===== src/rtl/uart_tx_periph.sv =====
// rtl/uart_tx_periph.sv - memory-mapped 8N1 UART transmitter with TX FIFO
//
// Purpose:
//   Bus-attached UART transmitter. Bytes written to DATA are queued in a
//   FIFO and sent as 8N1 frames on tx at a runtime-programmable divisor.
//
// Ports:
//   clk        system clock, rising-edge active
//   resetn     asynchronous active-low reset
//   cs         block select from the address decoder
//   mem_addr   byte offset, bits [4:2] select DATA(0) / STATUS(1) / DIVISOR(2)
//   mem_wdata  write data
//   mem_wmask  byte-lane write enables; nonzero with cs means a write
//   mem_rstrb  read strobe; with cs means a read
//   d_out      registered read data, valid the cycle after the strobe
//   tx         serial output, idle high

module uart_tx_periph #(
  parameter logic [15:0] DIV_RESET  = 16'd104,
  parameter int          FIFO_DEPTH = 8
) (
  input  logic        clk,
  input  logic        resetn,
  input  logic        cs,
  input  logic [4:0]  mem_addr,
  input  logic [31:0] mem_wdata,
  input  logic [3:0]  mem_wmask,
  input  logic        mem_rstrb,
  output logic [31:0] d_out,
  output logic        tx
);

  localparam int AW = $clog2(FIFO_DEPTH);
  localparam int LW = AW + 1;

  typedef enum logic [1:0] {
    S_IDLE,
    S_START,
    S_DATA,
    S_STOP
  } state_t;

  state_t          r_state;
  state_t          w_state_nxt;

  logic [7:0]      r_mem [FIFO_DEPTH];
  logic [AW-1:0]   r_wptr;
  logic [AW-1:0]   r_rptr;
  logic [LW-1:0]   r_level;
  logic            r_ovf;
  logic [15:0]     r_div;
  logic [15:0]     r_bit_div;
  logic [15:0]     r_baud;
  logic [2:0]      r_bitcnt;
  logic [7:0]      r_shift;
  logic            r_tx;
  logic [31:0]     r_dout;

  logic            w_wr;
  logic            w_rd;
  logic            w_sel_data;
  logic            w_sel_status;
  logic            w_sel_div;
  logic            w_full;
  logic            w_empty;
  logic            w_busy;
  logic            w_push_req;
  logic            w_push;
  logic            w_pop;
  logic            w_ovf_set;
  logic            w_ovf_clr;
  logic [15:0]     w_div_eff;
  logic [7:0]      w_head;
  logic            w_bit_end;
  logic            w_tx_nxt;
  logic [15:0]     w_baud_nxt;
  logic [2:0]      w_bitcnt_nxt;
  logic [7:0]      w_shift_nxt;
  logic [15:0]     w_bit_div_nxt;
  logic [31:0]     w_status;
  logic [31:0]     w_rdata;
  logic            w_unused;

  assign w_wr         = cs && (mem_wmask != 4'b0000);
  assign w_rd         = cs && mem_rstrb;
  assign w_sel_data   = (mem_addr[4:2] == 3'd0);
  assign w_sel_status = (mem_addr[4:2] == 3'd1);
  assign w_sel_div    = (mem_addr[4:2] == 3'd2);

  assign w_full    = (r_level == LW'(FIFO_DEPTH));
  assign w_empty   = (r_level == '0);
  assign w_busy    = (r_state != S_IDLE);
  assign w_head    = r_mem[r_rptr];
  assign w_div_eff = (r_div == 16'd0) ? 16'd1 : r_div;

  // A push into a full FIFO still fits if the transmitter frees a slot
  // on the same edge.
  assign w_push_req = w_wr && w_sel_data && mem_wmask[0];
  assign w_push     = w_push_req && (!w_full || w_pop);
  assign w_ovf_set  = w_push_req && w_full && !w_pop;
  assign w_ovf_clr  = w_wr && w_sel_status && mem_wmask[0] && mem_wdata[3];

  assign w_unused = ^{mem_addr[1:0], mem_wdata[31:16]};

  // ---------------------------------------------------------------- FSM
  always_ff @(posedge clk or negedge resetn) begin
    if (!resetn) begin
      r_state <= S_IDLE;
    end else begin
      r_state <= w_state_nxt;
    end
  end

  assign w_bit_end = (r_baud == 16'd0);

  always_comb begin
    w_state_nxt   = r_state;
    w_pop         = 1'b0;
    w_tx_nxt      = r_tx;
    w_baud_nxt    = r_baud;
    w_bitcnt_nxt  = r_bitcnt;
    w_shift_nxt   = r_shift;
    w_bit_div_nxt = r_bit_div;
    case (r_state)
      S_IDLE: begin
        w_tx_nxt = 1'b1;
        if (!w_empty) begin
          w_pop         = 1'b1;
          w_shift_nxt   = w_head;
          w_bit_div_nxt = w_div_eff;
          w_baud_nxt    = w_div_eff - 16'd1;
          w_tx_nxt      = 1'b0;
          w_state_nxt   = S_START;
        end
      end
      S_START: begin
        if (w_bit_end) begin
          w_tx_nxt     = r_shift[0];
          w_baud_nxt   = r_bit_div - 16'd1;
          w_bitcnt_nxt = 3'd0;
          w_state_nxt  = S_DATA;
        end else begin
          w_baud_nxt = r_baud - 16'd1;
        end
      end
      S_DATA: begin
        if (w_bit_end) begin
          w_baud_nxt = r_bit_div - 16'd1;
          if (r_bitcnt == 3'd7) begin
            w_tx_nxt    = 1'b1;
            w_state_nxt = S_STOP;
          end else begin
            // The next bit is presented straight from the shifter so tx
            // changes exactly on the bit boundary.
            w_bitcnt_nxt = r_bitcnt + 3'd1;
            w_shift_nxt  = {1'b0, r_shift[7:1]};
            w_tx_nxt     = r_shift[1];
          end
        end else begin
          w_baud_nxt = r_baud - 16'd1;
        end
      end
      S_STOP: begin
        if (w_bit_end) begin
          w_bitcnt_nxt = 3'd0;
          if (!w_empty) begin
            w_pop         = 1'b1;
            w_shift_nxt   = w_head;
            w_bit_div_nxt = w_div_eff;
            w_baud_nxt    = w_div_eff - 16'd1;
            w_tx_nxt      = 1'b0;
            w_state_nxt   = S_START;
          end else begin
            w_baud_nxt  = 16'd0;
            w_state_nxt = S_IDLE;
          end
        end else begin
          w_baud_nxt = r_baud - 16'd1;
        end
      end
      default: begin
        w_state_nxt = S_IDLE;
        w_tx_nxt    = 1'b1;
      end
    endcase
  end

  // ------------------------------------------------------ shift datapath
  always_ff @(posedge clk or negedge resetn) begin
    if (!resetn) begin
      r_tx      <= 1'b1;
      r_baud    <= 16'd0;
      r_bitcnt  <= 3'd0;
      r_shift   <= 8'd0;
      r_bit_div <= 16'd1;
    end else begin
      r_tx      <= w_tx_nxt;
      r_baud    <= w_baud_nxt;
      r_bitcnt  <= w_bitcnt_nxt;
      r_shift   <= w_shift_nxt;
      r_bit_div <= w_bit_div_nxt;
    end
  end

  // ---------------------------------------------------------------- FIFO
  always_ff @(posedge clk) begin
    if (w_push) begin
      r_mem[r_wptr] <= mem_wdata[7:0];
    end
  end

  always_ff @(posedge clk or negedge resetn) begin
    if (!resetn) begin
      r_wptr  <= '0;
      r_rptr  <= '0;
      r_level <= '0;
    end else begin
      if (w_push) begin
        r_wptr <= r_wptr + AW'(1);
      end
      if (w_pop) begin
        r_rptr <= r_rptr + AW'(1);
      end
      case ({w_push, w_pop})
        2'b10:   r_level <= r_level + LW'(1);
        2'b01:   r_level <= r_level - LW'(1);
        default: r_level <= r_level;
      endcase
    end
  end

  // ----------------------------------------------------------- registers
  always_ff @(posedge clk or negedge resetn) begin
    if (!resetn) begin
      r_ovf <= 1'b0;
      r_div <= DIV_RESET;
    end else begin
      // Overflow takes priority over a same-cycle clear.
      if (w_ovf_set) begin
        r_ovf <= 1'b1;
      end else if (w_ovf_clr) begin
        r_ovf <= 1'b0;
      end
      if (w_wr && w_sel_div) begin
        if (mem_wmask[0]) r_div[7:0]  <= mem_wdata[7:0];
        if (mem_wmask[1]) r_div[15:8] <= mem_wdata[15:8];
      end
    end
  end

  assign w_status = {23'h0, 5'(r_level), r_ovf, w_empty, w_full, w_busy};

  always_comb begin
    w_rdata = 32'h0;
    if (w_sel_status) begin
      w_rdata = w_status;
    end else if (w_sel_div) begin
      w_rdata = {16'h0, r_div};
    end
  end

  always_ff @(posedge clk or negedge resetn) begin
    if (!resetn) begin
      r_dout <= 32'h0;
    end else if (w_rd) begin
      r_dout <= w_rdata;
    end
  end

  assign d_out = r_dout;
  assign tx    = r_tx;

endmodule


===== config.mk =====
export PLATFORM = sky130hd
export DESIGN_NAME = uart_tx_periph
export DESIGN_NICKNAME = d
export VERILOG_FILES = /design/src/rtl/uart_tx_periph.sv
export SDC_FILE = /design/constraint.sdc
export NUM_CORES = 1
export LEC_CHECK = 0
export BUFFER_PORTS_ARGS = -buffer_cell sky130_fd_sc_hd__buf_2
export CORE_ASPECT_RATIO = 0.5
export CORE_UTILIZATION = 50
export CTS_CLUSTER_SIZE = 14
export DETAILED_ROUTE_END_ITERATION = 10
export PLACE_DENSITY = 0.69
export SLEW_MARGIN = 5
export SYNTH_ARGS = -nofsm -noshare
export SYNTH_HDL_FRONTEND = slang
export SYNTH_SLANG_ARGS = --single-unit

===== constraint.sdc =====
create_clock -name clk -period 3.9 [get_ports clk]
set_input_delay 0.78 -clock clk [delete_from_list [all_inputs] [get_ports clk]]
set_output_delay 0.78 -clock clk [all_outputs]
set_load 0.03 [all_outputs]

==> flow_metrics.tcl <==
set metrics [dict create \
    outcome "complete, no violations" \
    grt.total_usage_pct 22.4 \
    cts_tree "built" \
    cts_max_level 4 \
    maxCapViolations 0 \
    final_common_cell "dfrtp_1" \
    worstPathCellList "inv_1 -> ha_1 -> or3b_2 -> nor2_1 -> and4_1 -> o31ai_4 -> nor3_1" \
    path_class "register to register" \
    ys_seq_elements 153 \
    dp_hpwl_um 12000 \
    syn_inst 681 \
    clkPwrFrac_pct 23.9 \
    synth_ff_type "dfrtp_1" \
    grt_pass1_vias 5335 \
    wl_met3_um 824 \
    holdBufCountCts 0 \
    dieArea_um2 16400 \
    multi_input_area_um2 3460 \
    drive_gt1_share_pct 23.3 \
    clock_sinks 153 \
    max_stage_delay_ns 0.92 \
    fin_crit_sh_pct 86.4 \
    crit_slowest_cell "nor3_1" \
    slew_headroom_pct 26.1 \
    route.met2.wl_um 7980 \
    cp-end-kind "register" \
    fp-row-count 32 \
    min_path_type "input pin to asynchronous set/reset pin" \
    top_layer "met4" \
    swShare_pct 39.6 \
    finish.utilization_pct 57.6 \
    rsz0062_at_grt "false" \
    vias 5514 \
    grt_first_pass_wirelength_um 28300 \
    synth_edf_count 64 \
    p_leak_nw 3.52 \
    core_um2 15500 \
    path_max_fanout 8 \
    yosysUniqueCellTypes 65 \
    ys_seq_area_share_pct 52.5 \
    drc 0 \
    ios 78 \
    drv_slew 0 \
    tns_ns 0 \
    diodes 0 \
    die_x_um 180 \
    io_buffers 41 \
    post-route-min-period_ns 3.37 \
    p_seq_share_pct 36.8 \
    initialDrtViolationCount 373 \
    finalClockSkew_ns 0.0137 \
    synth_async_sr_flop_share_pct 58.2 \
    clockRootBuffer "clkbuf_16" \
    final_cell_mix "dfrtp_1 (84), edfxtp_1 (64), nand2_1 (58), o21ai_0 (50), buf_2 (40)" \
    yosysWarnings 0 \
    max_freq_ghz 0.297 \
    grt_max_degree 52 \
    clk_pin_slew_ns 0.07 \
    cts_buffers 17 \
    power_switching_w 0.00273 \
    finalHoldViolCount 0 \
    fin_nets 783 \
    wire_per_inst_um 18.2 \
    postCtsSetupBuffers 0 \
    netlist_area_um2 7920 \
    worst_slew_pin_slew_ns 1.10 \
    start_util_pct 51.2 \
    postRouteAntennaNets 0 \
    antenna_found_initial 0 \
    place.gp.congestion 0.960 \
    vias_per_cell 5.87 \
    grt-ovfl-total 0 \
    p_comb_share_pct 39.3 \
    register_area_um2 4160 \
    drtPass1Iterations 6 \
    n_fill_cell 1254 \
    cp-start-kind "register" \
    required_ns 3.95 \
    avgSynthCellArea_um2 11.6 \
    wirelength_um 17100 \
    vdd.ir_drop.worst_uv 360 \
    cts_buffer_depth 2 \
    ctsResizeCount 0 \
    wl_met1_um 7920 \
    powerDensity_nw_per_um2 773 \
    areaGrowthSynthToFinish_pct 12.5 \
    p_int_w 0.00416 \
    critPathArrivalTime_ns 3.42 \
    die_height_um 91.0 \
    clk_latency_ns 0.43 \
    setup_violations 0 \
]
-- cell usage after synthesis (3+ instances only) --
cell type / count / area (µm²)
o211ai_1: 3 / 22.5
buf_4: 17 / 128
nand4_1: 3 / 18.8
mux2_2: 38 / 428
xnor2_1: 20 / 175
o21a_1: 5 / 37.5
nor2b_1: 3 / 18.8
inv_1: 20 / 75.1
o2bb2ai_1: 5 / 43.8
a22oi_1: 12 / 90.1
a31o_2: 3 / 26.3
or4_1: 8 / 60.1
nor3b_1: 3 / 22.5
clkbuf_1: 28 / 105
nor4_1: 9 / 56.3
nand2b_1: 6 / 37.5
dfstp_2: 5 / 131
ha_1: 15 / 188
a31oi_1: 12 / 75.1
nor2_1: 34 / 128
nor3_1: 22 / 110
or2_2: 3 / 18.8
xor2_1: 14 / 123
mux4_2: 16 / 360
o21ai_0: 50 / 250
o31ai_1: 4 / 30.0
a211o_1: 4 / 35.0
and4_1: 4 / 35.0
a21oi_1: 25 / 125
or3_1: 10 / 62.6
mux2i_1: 10 / 100
edfxtp_1: 64 / 1920
dfrtp_1: 84 / 2100
a21o_1: 4 / 30.0
nand3_1: 9 / 45.0
buf_2: 6 / 30.0
and3_1: 5 / 31.3
nand2_1: 58 / 218
-- power by group through the flow --
stage	clock network, W	registers (W)	logic (W)
floorplan	0	0.00235	0.00221
global placement	0	0.00254	0.00260
detailed placement	0	0.00255	0.00268
CTS	0.00168	0.00253	0.00269
global route	0.00174	0.00260	0.00298
finish	0.00165	0.00253	0.00270
-- critical path, delay by kind of cell (launching register included) --
family,cells,cell delay [ns]
flops,1,0.40
compound gates,1,0.18
simple gates,4,2.05
buf+inv,1,0.11
fa+ha+maj,1,0.26
-- state kept, by name (all words and copies together), names as in the netlist --
register / count
tx: 1
r_rptr: 3
r_baud: 16
d_out: 16
r_wptr: 3
r_bit_div: 16
r_div: 16
r_level: 4
r_mem: 64
r_ovf: 1
r_bitcnt: 3
r_shift: 8
r_state: 2
-- per-layer routing --
metal	vias up	global-route usage [%]
li1	2592	-
met3	28	4.97
met2	160	34.5
met1	2734	31.1
met4	0	8.12
met5	-	0
-- logic make-up after synthesis --
| family | count (synthesis) | synth area share [%] |
|---|---|---|
| AND/OR/NAND/NOR | 189 | 12.7 |
| other | 1 | 0.0474 |
| AO/OA/AOI/OAI | 148 | 12.3 |
| buffers and inverters | 74 | 4.60 |
| XOR/XNOR | 34 | 3.76 |
| adder cells (fa/ha/maj) | 16 | 2.62 |
| multiplexers | 66 | 11.5 |
| flip-flops | 153 | 52.5 |
-- path summary, 6_finish.rpt --
path                            slack [ns]                  start                     to  depth (start not counted)
worst max-delay path                  0.53  r_baud[0]$_DFFE_PN0P_  r_mem[1][5]$_DFFE_PP_                          7
worst min-delay path                  0.38                 resetn  d_out[14]$_DFFE_PN0P_                          1
worst max register to register        0.53  r_baud[0]$_DFFE_PN0P_  r_mem[1][5]$_DFFE_PP_                          7
worst min register to register        0.48   d_out[9]$_DFFE_PN0P_   d_out[9]$_DFFE_PN0P_                          2
max in group asynchronous             2.71                 resetn   r_div[5]$_DFFE_PN1P_                          2
min in group clk                      0.48   d_out[9]$_DFFE_PN0P_   d_out[9]$_DFFE_PN0P_                          2
-- layout make-up --
type,instances,share of cell area [%]
repair buffers,61,4.02
multi-input cells,469,38.9
clock buffers,17,4.78
well taps,204,2.87
flip-flops and latches,153,46.7
inverters,20,0.843
clock inverters,15,1.97
-- metrics by stage --
step	total power, W	instance area, µm²	worst slack (ns)	hold WS [ns]	cells
6_report	0.00688	8900	0.529	0.383	939
5_1_grt	0.00731	8900	0.326	0.423	939
4_1_cts	0.00690	8900	0.516	0.406	939
3_5_place_dp	0.00523	8300	0.530	0.465	907
3_3_place_gp	0.00514	8300	0.581	0.461	907
2_1_floorplan	0.00456	7980	0.872	0.467	696
Power figures use the tool's default switching activity.
